### config.mk
export PLATFORM = sky130hd
export DESIGN_NAME = counter_cmd_seq_flat
export DESIGN_NICKNAME = d
export VERILOG_FILES = /design/src/rtl/counter_cmd_seq_if.sv /design/src/rtl/counter_cmd_seq.sv /design/src/flat_wrapper.sv
export SDC_FILE = /design/constraint.sdc
export NUM_CORES = 1
export LEC_CHECK = 0
export ABC_CLOCK_PERIOD_IN_PS = 3900
export CORE_MARGIN = 2
export CORE_UTILIZATION = 44
export CTS_CLUSTER_SIZE = 24
export DETAILED_ROUTE_END_ITERATION = 8
export SYNTH_ARGS = -nofsm -noshare
export SYNTH_HDL_FRONTEND = slang
export SYNTH_SLANG_ARGS = --single-unit
### constraint.sdc
create_clock -name clk -period 3.9 [get_ports clk]
set_input_delay 0.78 -clock clk [delete_from_list [all_inputs] [get_ports clk]]
set_output_delay 0.78 -clock clk [all_outputs]
set_load 0.1 [all_outputs]
### src/rtl/counter_cmd_seq_if.sv
// Command handshake bus feeding counter_cmd_seq: valid/ready plus opcode and argument.
// The master drives the command fields; the sequencer (slave) returns cmd_ready.
interface counter_cmd_seq_if #(
    parameter int WIDTH = 4
);
    logic             cmd_valid;
    logic             cmd_ready;
    logic [1:0]       cmd_op;
    logic [WIDTH-1:0] cmd_arg;

    modport master (
        output cmd_valid,
        output cmd_op,
        output cmd_arg,
        input  cmd_ready
    );

    modport slave (
        input  cmd_valid,
        input  cmd_op,
        input  cmd_arg,
        output cmd_ready
    );
endinterface

### src/rtl/counter_cmd_seq.sv
// Command sequencer: FIFO-buffered LOAD/UP/DOWN/WAIT commands replayed as registered counter controls.
// Optional feature macro CMD_SEQ_FLUSH_EN adds flush_i (empty FIFO, abort command, force IDLE).
module counter_cmd_seq #(
    parameter int WIDTH = 4,
    parameter int DEPTH = 4
) (
    input  logic                 clk,
    input  logic                 rst_n,
    counter_cmd_seq_if.slave     cmd,
`ifdef CMD_SEQ_FLUSH_EN
    input  logic                 flush_i,
`endif
    output logic                 en_o,
    output logic                 dn_o,
    output logic                 load_o,
    output logic [WIDTH-1:0]     data_o,
    output logic                 busy_o,
    output logic                 done_o
);

    localparam int AW = $clog2(DEPTH);
    localparam logic [1:0] OP_LOAD = 2'b00;
    localparam logic [1:0] OP_UP   = 2'b01;
    localparam logic [1:0] OP_DOWN = 2'b10;

    typedef enum logic {IDLE, EXEC} state_t;

    logic [1:0]       op_mem_q  [DEPTH];
    logic [WIDTH-1:0] arg_mem_q [DEPTH];
    logic [AW:0]      wr_ptr_q, wr_ptr_d, rd_ptr_q, rd_ptr_d;
    state_t           state_q, state_d;
    logic [WIDTH-1:0] rem_q, rem_d;
    logic             en_q, en_d, dn_q, dn_d, load_q, load_d, done_q, done_d, busy_q, busy_d;
    logic [WIDTH-1:0] data_q, data_d;

    logic             full, empty, push, pop, flush, last, zero_len;
    logic [1:0]       head_op;
    logic [WIDTH-1:0] head_arg;

`ifdef CMD_SEQ_FLUSH_EN
    assign flush = flush_i;
`else
    assign flush = 1'b0;
`endif

    // Pointers carry one extra wrap bit so full and empty are distinguishable.
    assign full     = (wr_ptr_q[AW] != rd_ptr_q[AW]) && (wr_ptr_q[AW-1:0] == rd_ptr_q[AW-1:0]);
    assign empty    = (wr_ptr_q == rd_ptr_q);
    assign push     = cmd.cmd_valid && !full && !flush;
    assign head_op  = op_mem_q[rd_ptr_q[AW-1:0]];
    assign head_arg = arg_mem_q[rd_ptr_q[AW-1:0]];
    assign zero_len = (head_op != OP_LOAD) && (head_arg == '0);
    assign last     = (state_q == IDLE) || (rem_q == WIDTH'(1));

    assign cmd.cmd_ready = !full;

    always_comb begin
        state_d = state_q;
        rem_d   = rem_q;
        en_d    = en_q;
        dn_d    = dn_q;
        load_d  = 1'b0;
        data_d  = data_q;
        done_d  = 1'b0;
        pop     = 1'b0;
        if (flush) begin
            state_d = IDLE;
            rem_d   = '0;
            en_d    = 1'b0;
            dn_d    = 1'b0;
        end else if (last) begin
            if (!empty) begin
                pop     = 1'b1;
                state_d = EXEC;
                rem_d   = (head_op == OP_LOAD || zero_len) ? WIDTH'(1) : head_arg;
                en_d    = (head_op == OP_UP || head_op == OP_DOWN) && !zero_len;
                dn_d    = (head_op == OP_DOWN) && !zero_len;
                load_d  = (head_op == OP_LOAD);
                if (head_op == OP_LOAD) data_d = head_arg;
                done_d  = (rem_d == WIDTH'(1));
            end else begin
                state_d = IDLE;
                rem_d   = '0;
                en_d    = 1'b0;
                dn_d    = 1'b0;
            end
        end else begin
            rem_d  = rem_q - WIDTH'(1);
            done_d = (rem_q == WIDTH'(2));
        end
        wr_ptr_d = wr_ptr_q + (AW+1)'(push);
        rd_ptr_d = flush ? wr_ptr_q : rd_ptr_q + (AW+1)'(pop);
        busy_d   = (state_d == EXEC) || (wr_ptr_d != rd_ptr_d);
    end

    always_ff @(posedge clk) begin
        if (push) begin
            op_mem_q[wr_ptr_q[AW-1:0]]  <= cmd.cmd_op;
            arg_mem_q[wr_ptr_q[AW-1:0]] <= cmd.cmd_arg;
        end
    end

    always_ff @(posedge clk or negedge rst_n) begin
        if (!rst_n) begin
            state_q  <= IDLE;
            rem_q    <= '0;
            wr_ptr_q <= '0;
            rd_ptr_q <= '0;
            en_q     <= 1'b0;
            dn_q     <= 1'b0;
            load_q   <= 1'b0;
            data_q   <= '0;
            done_q   <= 1'b0;
            busy_q   <= 1'b0;
        end else begin
            state_q  <= state_d;
            rem_q    <= rem_d;
            wr_ptr_q <= wr_ptr_d;
            rd_ptr_q <= rd_ptr_d;
            en_q     <= en_d;
            dn_q     <= dn_d;
            load_q   <= load_d;
            data_q   <= data_d;
            done_q   <= done_d;
            busy_q   <= busy_d;
        end
    end

    assign en_o   = en_q;
    assign dn_o   = dn_q;
    assign load_o = load_q;
    assign data_o = data_q;
    assign done_o = done_q;
    assign busy_o = busy_q;

endmodule

### src/flat_wrapper.sv
// flat-port wrapper written by rule: the top's interface ports become plain ports
module counter_cmd_seq_flat 
#(
    parameter int WIDTH = 4,
    parameter int DEPTH = 4
)
  (clk, rst_n, en_o, dn_o, load_o, data_o, busy_o, done_o, cmd_cmd_valid, cmd_cmd_op, cmd_cmd_arg, cmd_cmd_ready);
  counter_cmd_seq_if #(.WIDTH(WIDTH)) cmd_i ();
  input  logic clk;
  input  logic rst_n;
  output logic en_o;
  output logic dn_o;
  output logic load_o;
  output logic [WIDTH-1:0] data_o;
  output logic busy_o;
  output logic done_o;
  input wire logic [$bits(cmd_i.cmd_valid)-1:0] cmd_cmd_valid;
  input wire logic [$bits(cmd_i.cmd_op)-1:0] cmd_cmd_op;
  input wire logic [$bits(cmd_i.cmd_arg)-1:0] cmd_cmd_arg;
  output wire logic [$bits(cmd_i.cmd_ready)-1:0] cmd_cmd_ready;
  assign cmd_i.cmd_valid = cmd_cmd_valid;
  assign cmd_i.cmd_op = cmd_cmd_op;
  assign cmd_i.cmd_arg = cmd_cmd_arg;
  assign cmd_cmd_ready = cmd_i.cmd_ready;
  counter_cmd_seq #(.WIDTH(WIDTH), .DEPTH(DEPTH)) u_core (.clk(clk), .rst_n(rst_n), .cmd(cmd_i), .en_o(en_o), .dn_o(dn_o), .load_o(load_o), .data_o(data_o), .busy_o(busy_o), .done_o(done_o));
endmodule
==> results.md, run 1 <==
- Status: completed
- Net count, final: 158
- Via-to-Cell Ratio: 5.22
- Overflow left after global routing: 0
- Critical path buffer and inverter count: 1
- Final Worst Setup Slack: 1.32 ns
- H-tree levels: 2
- Crit Path Category: reg -> out
- Number of CTS-inserted buffers: 5
- Die area: 4750 sq um
- Number of global-route vias before repair: between 1k and 1.5k
- Total of flip-flops plus latches after synthesis: 44
- Fin crit period: 2.58 ns
- N_diodes: 0
- Number of remaining DRC errors: 0
- Type of element launching the critical path: register
- Cell family with most CP delay: buffers and inverters
- CP cell instances: clkdlybuf4s50_1
- Most common cell after layout, fill and taps aside: sky130_fd_sc_hd__edfxtp_1
- Number of filler cells placed in the layout: approximately 330
- Insertion delay of the later-clocked pin in the worst-skew pair: 0.29 ns
- Standard-cell row count: 23
- Number of DRC violations after detailed-routing iteration 0: 86
- Delay of the slowest cell on the worst path: between 1 and 1.5 ns
- Ports placed on the boundary: 19
- Count of synthesis-stage warnings from yosys: 0
- Endpoints failing hold: 0
- Post-route antenna net violation count: 0
- Endpoints failing setup: 0
- Buffers on Ports: 18
- Final clock skew: about 0.004 ns
- Initial Util: between 40% and 50%
- Critical path peak fanout: 2
- Share of final-layout standard cells stronger than drive strength 1: between 15 and 20%
- Horiz. Die Dim: between 60 and 70 um
- Clock net sink count: 44
- Data required time at the worst endpoint: 3.12 ns
- Worst-path clk slew: 0.08 ns
- Number of standard cells after synthesis: 115
- Cell Area, Synth: 1860 sq um
- Maximum clock insertion buffer count: 2
- Area grow syn2layout: 21.6%
- Transition time of the tightest slew-check pin: 0.968 ns
- Part of the Yosys area used for sequential elements: roughly 66%
- Die Y: a little under 70 um
- Most frequent cells in the layout: sky130_fd_sc_hd__edfxtp_1, sky130_fd_sc_hd__dfrtp_1, sky130_fd_sc_hd__clkdlybuf4s50_1
- Slowest library cell on the worst path: sky130_fd_sc_hd__clkdlybuf4s50_1
- Kind of end point of the critical path: output pin
- Routed vias: ~1000
- Final weighted congestion in routability-driven placement: 0.733
- Post-synth net total: between 100 and 150
- MaxCap Viol Count: 0
- Fraction of the cycle the final worst path needs: 66.1%
- Max-Slew Margin vs Limit: between 30% and 40%
- Clock tree from TritonCTS: done
- Total iterations of the first detailed-routing run: 4
- Overall routing resource usage: ~15%
- Floorplan core area: 4030 sq um
- Post-synthesis cell type count: 27
- DR WL/cell: 15.6 um
- Number of gates resized after cts: 0
- Worst hold-check path type: reg -> reg
- Unrepaired setup endpoints after global routing: false
- Maximum number of pins on one net before global-route repair: 21
- Setup fix buffers added after clock tree synthesis: 0
- Critical Path AT: 1.80 ns
- Final count of pins violating max slew: 0
- Number of antenna violations at the first check in global routing: 0
- Post-Synthesis Mean Instance Area: roughly 16 sq um
- Total wire length after detailed routing: roughly 3000 um
- Number of hold buffers added after CTS: 0
- Final total negative setup slack: 0 ns
- Clock root cell: sky130_fd_sc_hd__clkbuf_8
- Max Freq: approximately 390 MHz
- Wire length of the first global-routing pass: 4950 um
- Pre-CTS worst setup slack: 1.19 ns
==> stage by stage <==
stage	util (%)	hold slack, ns	area, sq um	std cells
after floorplan	-	0.484	1860	115
after global placement	52.0	0.492	2100	183
after detailed placement	52.0	0.495	2100	183
after CTS	56.0	0.514	2260	191
after global routing	56.0	0.521	2260	191
final	56.0	0.510	2260	191
==> metal layers <==
layer	track usage, %	part of all wire [%]	routed length (um)
met1	18.4	44	1310
met2	25.2	51	1540
met3	4.87	3.4	102
met4	5.88	1.1	34
met5	0	0	0
==> cell type report <==
class                      count  area (sq um)  area share [%]
tap                           50          62.6            2.77
clock inverter                 3          90.1            3.99
multi-input combinational     61           587            26.0
timing repair buffer          21           200            8.87
sequential                    44          1220            54.1
inverter                       7          26.3            1.16
clock buffer                   5          68.8            3.05
==> Yosys cell counts <==
| library cell | count | area, sq um |
|---|---|---|
| sky130_fd_sc_hd__buf_6 | 1 | 11.3 |
| sky130_fd_sc_hd__ha_1 | 9 | 113 |
| sky130_fd_sc_hd__mux2_2 | 4 | 45.0 |
| sky130_fd_sc_hd__nor3_4 | 1 | 16.3 |
| sky130_fd_sc_hd__mux4_1 | 2 | 52.6 |
| sky130_fd_sc_hd__xor2_1 | 6 | 52.6 |
| sky130_fd_sc_hd__buf_2 | 2 | 10.0 |
| sky130_fd_sc_hd__a21bo_2 | 1 | 10.0 |
| sky130_fd_sc_hd__nand2b_1 | 2 | 12.5 |
| sky130_fd_sc_hd__nand2_2 | 1 | 6.26 |
| sky130_fd_sc_hd__xnor2_1 | 4 | 35.0 |
| sky130_fd_sc_hd__nor2_1 | 3 | 11.3 |
| sky130_fd_sc_hd__o22ai_1 | 4 | 25.0 |
| sky130_fd_sc_hd__nand3_1 | 3 | 15.0 |
| sky130_fd_sc_hd__a32o_1 | 2 | 20.0 |
| sky130_fd_sc_hd__a21boi_0 | 1 | 7.51 |
| sky130_fd_sc_hd__dfrtp_1 | 20 | 500 |
| sky130_fd_sc_hd__mux4_2 | 4 | 90.1 |
| sky130_fd_sc_hd__edfxtp_1 | 24 | 721 |
| sky130_fd_sc_hd__nand2_1 | 5 | 18.8 |
| sky130_fd_sc_hd__and3_1 | 1 | 6.26 |
| sky130_fd_sc_hd__or4_1 | 1 | 7.51 |
| sky130_fd_sc_hd__inv_1 | 7 | 26.3 |
| sky130_fd_sc_hd__o21ai_1 | 1 | 5.00 |
| sky130_fd_sc_hd__nor3_1 | 3 | 15.0 |
| sky130_fd_sc_hd__nor3b_1 | 2 | 15.0 |
| sky130_fd_sc_hd__nand3b_1 | 1 | 7.51 |
==> registers in the layout (all words and copies together) (netlist names) <==
name / flops
u_core.arg_mem_q: 16
u_core.busy_o: 1
u_core.data_o: 4
u_core.dn_o: 1
u_core.done_o: 1
u_core.en_o: 1
u_core.load_o: 1
u_core.op_mem_q: 8
u_core.rd_ptr_q: 3
u_core.rem_q: 4
u_core.state_q: 1
u_core.wr_ptr_q: 3
==> worst paths after layout <==
| kind | start | to | slack (ns) | cells after the start |
|---|---|---|---|---|
| max in group asynchronous | rst_n | u_core.data_o[3] | 2.37 | 1 |
| min in group asynchronous | rst_n | u_core.rd_ptr_q[0] | 0.99 | 1 |
| hold reg to reg | u_core.data_o[1] | u_core.data_o[1] | 0.51 | 1 |
| hold / removal | u_core.data_o[1] | u_core.data_o[1] | 0.51 | 1 |
| setup reg to reg | u_core.rd_ptr_q[0] | u_core.busy_o | 1.37 | 9 |
| setup / recovery | u_core.en_o | en_o | 1.32 | 1 |
==> cell families (layout without fill, tap and decap cells) <==
logic type | Yosys count | count (layout) | synth area share, %
adder cells (fa/ha/maj) | 9 | 9 | 6.07
AND/OR/NAND/NOR | 23 | 23 | 7.08
AO/OA/AOI/OAI | 9 | 9 | 3.64
multiplexers | 10 | 10 | 10.1
XOR/XNOR | 10 | 10 | 4.72
flip-flops | 44 | 44 | 65.8
buffers and inverters | 10 | 36 | 2.56
Power of run 1 is not shown: default switching activity piles up to over one toggle a cycle in this logic, so the estimate is an artifact.
==> inputs of run 2 (changes only) <==
--- a/config.mk
+++ b/config.mk
@@ -5,11 +5,12 @@
 export SDC_FILE = /design/constraint.sdc
 export NUM_CORES = 1
 export LEC_CHECK = 0
-export ABC_CLOCK_PERIOD_IN_PS = 3900
+export ABC_CLOCK_PERIOD_IN_PS = 2240
 export CORE_MARGIN = 2
 export CORE_UTILIZATION = 44
 export CTS_CLUSTER_SIZE = 24
 export DETAILED_ROUTE_END_ITERATION = 8
+export PLACE_DENSITY = 0.67
 export SYNTH_ARGS = -nofsm -noshare
 export SYNTH_HDL_FRONTEND = slang
 export SYNTH_SLANG_ARGS = --single-unit
==> constraint.sdc (replaced) <==
create_clock -name clk -period 2.24 [get_ports clk]
set_input_delay 0.448 -clock clk [delete_from_list [all_inputs] [get_ports clk]]
set_output_delay 0.448 -clock clk [all_outputs]
set_load 0.1 [all_outputs]
==> run 2 against run 1 <==
Die area unchanged; clock skew is 0.00070 ns higher; wire length rose by 7.7%; clock-buffer cell count unchanged; via count up 8.5%; non-clock buffer count grew 24; first-iteration DRC count decreased by 45%; global-route usage rose by 0.62 points; register-to-register slack worse by 1.4 ns.
==> results.md, run 2 (same netlist as run 1, synthesis figures left out) <==
- Status: completed
- Endpoints failing hold: 0 (unchanged)
- Final clock skew: 0.00474 ns (+0.000699 ns)
- Clock root cell: sky130_fd_sc_hd__clkbuf_8
- Placement Cell Area: 2310 sq um (+10%)
- Met2 routed WL: 1660 um (+8.3%)
- Depth of the worst register-to-register path: 9 (unchanged)
- Overall routing resource usage: 15.8% (+0.62 points)
- Total wire length after detailed routing: 3210 um (+7.7%)
- Area grow syn2layout: 36.1%
- Reg-to-reg startpoint: u_core.rem_q[0]
- Buffers on Ports: 18 (unchanged)
- Post-route cell area: 2520 sq um (+12%)
- Final count of pins violating max slew: 0 (unchanged)
- Unrepaired setup endpoints after global routing: true
- Via-to-Cell Ratio: 5.03 (-3.6%)
- Type of element launching the critical path: register
- Maximum number of pins on one net before global-route repair: 21 (unchanged)
- Number of DRC violations after detailed-routing iteration 0: 47 (-45%)
- R2R setup slack: 0.01 ns (-1.36 ns)
- Kind of end point of the critical path: register
- Slowest library cell on the worst path: sky130_fd_sc_hd__or4_1
- Fraction of the cycle the final worst path needs: 99.4%
- Number of global-route vias before repair: 1081 (+4.7%)
- Endpoints failing setup: 0 (unchanged)
- Critical path buffer and inverter count: 1 (unchanged)
- Number of CTS-inserted buffers: 5 (unchanged)
- Share of final-layout standard cells stronger than drive strength 1: 44.8% (+29 points)
- Overflow left after global routing: 0 (unchanged)
- Maximum clock insertion buffer count: 2 (unchanged)
- Metal-1 WL: 1380 um (+5.3%)
- Worst hold-check path type: in -> async
- Die Y: 68.9 um (unchanged)
- Routed vias: 1082 (+8.5%)
- Placed wire-length estimate after detailed placement: 2350 um
- Number of antenna violations at the first check in global routing: 0 (unchanged)
- Number of remaining DRC errors: 0 (unchanged)
- DR WL/cell: 14.9 um (-4.3%)
- Cell family with most CP delay: simple AND/OR/NAND/NOR gates
- Insertion delay of the later-clocked pin in the worst-skew pair: 0.30 ns (about the same)
- Net count, final: 182 (+15%)
- Wire length of the first global-routing pass: 5160 um (+4.3%)
- Clock tree from TritonCTS: done
- Endpoint of the worst-slack reg-to-reg timing path: u_core.busy_o
- Worst-path clk slew: 0.08 ns (about the same)
- Clock net sink count: 44 (unchanged)
- Most frequent cells in the layout: sky130_fd_sc_hd__buf_4, sky130_fd_sc_hd__edfxtp_1, sky130_fd_sc_hd__dfrtp_1
- Critical Path AT: 2.40 ns (+0.60 ns)
- Max Freq: 449 MHz
- Crit Path Category: reg -> reg
- Max-Slew Margin vs Limit: 78.3% (+43 points)
- Post-route antenna net violation count: 0 (unchanged)
- Initial Util: 46.1% (unchanged)
- Final-layout worst hold slack: 0.482 ns (-0.0276 ns)
- Standard-cell row count: 23 (unchanged)
- Fin crit period: between 2 and 2.5 ns
- Final weighted congestion in routability-driven placement: 0.726 (-0.83%)
- Critical path peak fanout: 2 (unchanged)
- Ports placed on the boundary: 19 (unchanged)
- Routed length on met3: 117 um (+15%)
- Total iterations of the first detailed-routing run: 2 (-2)
- H-tree levels: 2 (unchanged)
- CP cell instances: ha_1 -> a21bo_2 -> nand2_2 -> inv_2 -> ha_2 -> ha_4 -> xor2_2 -> xor2_1 -> or4_1
- MaxCap Viol Count: 0 (unchanged)
- Horiz. Die Dim: 68.9 um (unchanged)
- N_diodes: 0 (unchanged)
- Highest routed metal layer: met4
- Floorplan core area: 4030 sq um (unchanged)
- Most common cell after layout, fill and taps aside: sky130_fd_sc_hd__buf_4
- Data required time at the worst endpoint: 2.41 ns (-0.71 ns)
- Die area: 4750 sq um (unchanged)
- Transition time of the tightest slew-check pin: 0.323 ns (-0.645 ns)
- Max reg flops: 16 (unchanged)
- Delay of the slowest cell on the worst path: 0.50 ns (-0.64 ns)
-- run 2: changes by cell type in the layout (fill, tap and decap cells not counted), moves of 3 or more --
cell,before,now
sky130_fd_sc_hd__buf_4,4,33
sky130_fd_sc_hd__ha_1,9,5
sky130_fd_sc_hd__ha_4,0,3
sky130_fd_sc_hd__dfrtp_2,0,4
sky130_fd_sc_hd__dfrtp_1,20,16
sky130_fd_sc_hd__buf_6,0,3
sky130_fd_sc_hd__clkdlybuf4s50_1,17,8
-- run 2: worst reg2reg max path, stage by stage (launching register included) --
cell                      delay, ns
sky130_fd_sc_hd__dfrtp_1       0.39
sky130_fd_sc_hd__ha_1          0.22
sky130_fd_sc_hd__a21bo_2       0.22
sky130_fd_sc_hd__nand2_2       0.09
sky130_fd_sc_hd__inv_2         0.05
sky130_fd_sc_hd__ha_2          0.18
sky130_fd_sc_hd__ha_4          0.16
sky130_fd_sc_hd__xor2_2        0.15
sky130_fd_sc_hd__xor2_1        0.16
sky130_fd_sc_hd__or4_1         0.50
-- run 2: per-layer routing --
metal  track usage [%]  vias to the layer above
met5                 0                        -
met4              5.88                        0
met1              19.0                      536
met2              26.8                       18
li1                  -                      521
met3              4.87                        7
-- run 2: stage by stage --
stage	util [%]	setup slack (ns)	setup TNS (ns)	cells
4_1_cts	61.5	0.0120	0	213
5_1_grt	62.7	-0.0384	-0.0384	215
3_3_place_gp	57.5	-0.00117	-0.00117	201
3_5_place_dp	57.5	-0.0375	-0.0375	201
2_1_floorplan	-	-0.186	-0.186	115
6_report	62.7	0.0138	0	215
-- run 2: repair_timing --
item / in CTS / in global routing
buffers inserted: 4 / 2
hold buffers: 0 / 0
hold endpoints to repair: 0 / 0
resized for setup: 5 / 8
pin swaps: 4 / 6
setup endpoints to repair: 1 / 5
-- run 2: final cells by class --
cell class / count / area [sq um]
fillers: 297 / 1500
flip-flops and latches: 44 / 1230
clock buffers: 5 / 68.8
inverters: 7 / 28.8
well taps: 50 / 62.6
clock inverters: 3 / 47.5
repair buffers: 45 / 382
multi-input cells: 61 / 709
-- run 2: worst max path at each step --
stage	startpoint	endpoint	cells past startpoint
finish	u_core.rem_q[0]	u_core.busy_o	9
global placement	u_core.rem_q[1]	u_core.busy_o	10
floorplan	u_core.rd_ptr_q[0]	u_core.busy_o	10
global route	u_core.rd_ptr_q[2]	u_core.busy_o	9
CTS	u_core.rd_ptr_q[0]	u_core.busy_o	9
detailed placement	cmd_cmd_valid	u_core.busy_o	8
Power of run 2 is left out for the same reason.
==> inputs of run 3 (changes only) <==
--- a/config.mk
+++ b/config.mk
@@ -8,8 +8,10 @@
 export ABC_CLOCK_PERIOD_IN_PS = 2240
 export CORE_MARGIN = 2
 export CORE_UTILIZATION = 44
+export CTS_CLUSTER_DIAMETER = 120
 export CTS_CLUSTER_SIZE = 24
 export DETAILED_ROUTE_END_ITERATION = 8
+export MAX_ROUTING_LAYER = met4
 export PLACE_DENSITY = 0.67
 export SYNTH_ARGS = -nofsm -noshare
 export SYNTH_HDL_FRONTEND = slang
==> run 3 against run 2 <==
Cell area shrank 0.54%; core utilization shrank 0.34 points; die area is the same.
==> results.md, run 3 (same netlist as run 1, synthesis figures left out) <==
- Ports placed on the boundary: 19 (unchanged)
- Horiz. Die Dim: 68.9 um (unchanged)
- H-tree levels: 2 (unchanged)
- Buffers on Ports: 18 (unchanged)
- Kind of end point of the critical path: register
- Number of DRC violations after detailed-routing iteration 0: 56 (+19%)
- Delay of the slowest cell on the worst path: 0.50 ns (about the same)
- Final weighted congestion in routability-driven placement: 0.735 (+1.2%)
- Number of global-route vias before repair: 1082 (+0.093%)
- Number of antenna violations at the first check in global routing: 0 (unchanged)
- Insertion delay of the later-clocked pin in the worst-skew pair: 0.29 ns (about the same)
- Worst-path clk slew: 0.08 ns (about the same)
- CP cell instances: ha_1 -> a21bo_2 -> nand2_2 -> inv_2 -> ha_2 -> ha_2 -> xor2_2 -> xor2_1 -> or4_1
- Floorplan core area: 4030 sq um (unchanged)
- Clock root cell: sky130_fd_sc_hd__clkbuf_8
- Crit. Startpoint: u_core.rem_q[0]
- Max-Slew Margin vs Limit: 78.5% (+0.20 points)
- Combined area of the multi-input logic cells: 699 sq um (-1.4%)
- Final count of pins violating max slew: 0 (unchanged)
- Placed wire-length estimate after detailed placement: 2350 um (unchanged)
- Number of filler cells placed in the layout: 302 (+1.7%)
- Most common cell after layout, fill and taps aside: sky130_fd_sc_hd__buf_4
- Type of element launching the critical path: register
- Cell family with most CP delay: simple AND/OR/NAND/NOR gates
- Initial Util: 46.1% (unchanged)
- Wire length of the first global-routing pass: 5150 um (-0.14%)
- Overall routing resource usage: 16.2% (+0.42 points)
- Total wire length after detailed routing: 3120 um (-3.0%)
- Post-route antenna net violation count: 0 (unchanged)
- Fraction of the cycle the final worst path needs: 98.8% (-0.58 points)
- DR WL/cell: 14.5 um (-3.0%)
- Sequential cell area: 1230 sq um (unchanged)
- Critical Path AT: 2.38 ns (-0.02 ns)
- Depth of the worst register-to-register path: 9 (unchanged)
- Standard-cell row count: 23 (unchanged)
- Routed vias: 1067 (-1.4%)
- Transition time of the tightest slew-check pin: 0.320 ns (-0.00304 ns)
- Clock net sink count: 44 (unchanged)
- Number of CTS-inserted buffers: 5 (unchanged)
- Data required time at the worst endpoint: 2.41 ns (about the same)
- Status: completed
- Worst hold-check path type: in -> async
- Unrepaired setup endpoints after global routing: true
- Most frequent cells in the layout: sky130_fd_sc_hd__buf_4, sky130_fd_sc_hd__edfxtp_1, sky130_fd_sc_hd__dfrtp_1
- Crit Path Category: reg -> reg
- Maximum number of pins on one net before global-route repair: 21 (unchanged)
- Endpoint of the worst-slack reg-to-reg timing path: u_core.busy_o
- Total iterations of the first detailed-routing run: 4 (+2)
- Die area: 4750 sq um (unchanged)
- Slowest library cell on the worst path: sky130_fd_sc_hd__or4_1
- Die Y: 68.9 um (unchanged)
- Clock tree from TritonCTS: done
- Max reg flops: 16 (unchanged)
- Final clock skew: 0.00565 ns (+0.000916 ns)
- N_diodes: 0 (unchanged)
- Endpoints failing setup: 0 (unchanged)
- Reg-to-reg startpoint: u_core.rem_q[0]
- Fin crit period: 2.21 ns (-0.0129 ns)
- Critical path buffer and inverter count: 1 (unchanged)
- Endpoints failing hold: 0 (unchanged)
- Share of final-layout standard cells stronger than drive strength 1: 44.8% (unchanged)
- Library cell appearing most often on the critical path: sky130_fd_sc_hd__ha_2
- MaxCap Viol Count: 0 (unchanged)
- Number of remaining DRC errors: 0 (unchanged)
- Critical path peak fanout: 2 (unchanged)
- Max Freq: 452 MHz (+0.58%)
- Via-to-Cell Ratio: 4.96 (-1.4%)
- Overflow left after global routing: 0 (unchanged)
- Final-layout worst hold slack: 0.481 ns (-0.000703 ns)
- Area grow syn2layout: 35.3%
- R2R setup slack: 0.03 ns (about the same)
- Net count, final: 182 (unchanged)
- Maximum clock insertion buffer count: 2 (unchanged)
-- run 3: changes by cell type in the layout (fill, tap and decap cells not counted) --
cell / previous run / this run
sky130_fd_sc_hd__buf_4: 33 / 34
sky130_fd_sc_hd__buf_6: 3 / 2
sky130_fd_sc_hd__ha_4: 3 / 2
sky130_fd_sc_hd__ha_2: 1 / 2
-- run 3: how the worst max path moves through the flow --
| stage | endpoint | slack, ns | cells past startpoint |
|---|---|---|---|
| after floorplan | u_core.busy_o | -0.19 | 10 |
| after global placement | u_core.busy_o | -0.001 | 10 |
| after detailed placement | u_core.busy_o | -0.04 | 8 |
| after CTS | u_core.busy_o | 0.01 | 9 |
| after global routing | u_core.busy_o | -0.03 | 10 |
| final | u_core.busy_o | 0.03 | 9 |
-- run 3: routing by layer --
metal  vias up  track usage (%)  share of wire [%]
li1        521                -                  -
met4         0             5.88                1.2
met2        18             26.8                 53
met5         -                -                  0
met1       522             18.8                 42
met3         6             4.87                3.8
-- run 3: worst reg2reg max path, delay by kind of cell, from the launching register on --
kind / cells / cell delay (ns)
flops: 1 / 0.38
simple gates: 2 / 0.58
compound gates: 1 / 0.22
fa+ha+maj: 3 / 0.56
buf+inv: 1 / 0.04
xor+xnor: 2 / 0.31
-- run 3: area by class of cell --
class | instances | share of cell area, %
Tap cell | 50 | 2.49
Sequential cell | 44 | 48.8
Timing Repair Buffer | 45 | 15.0
Inverter | 7 | 1.15
Clock buffer | 5 | 2.74
Clock inverter | 3 | 1.89
Multi-Input combinational cell | 61 | 27.9
-- run 3: through the flow --
stage	instance area [sq um]	std cells	TNS, ns	utilization (%)	worst slack, ns
CTS	2480	213	0	61.5	0.0120
finish	2510	215	0	62.3	0.0268
detailed placement	2310	201	-0.0375	57.5	-0.0375
global placement	2310	201	-0.00117	57.5	-0.00117
global route	2510	215	-0.0312	62.3	-0.0312
floorplan	1950	115	-0.186	-	-0.186
-- run 3: what timing repair did --
item	4_1_cts	5_1_grt
setup buffers	4	2
endpoints found under the setup margin	1	5
hold buffers	0	0
pin swaps	4	6
resized for setup	5	6
Power of run 3 is left out for the same reason.
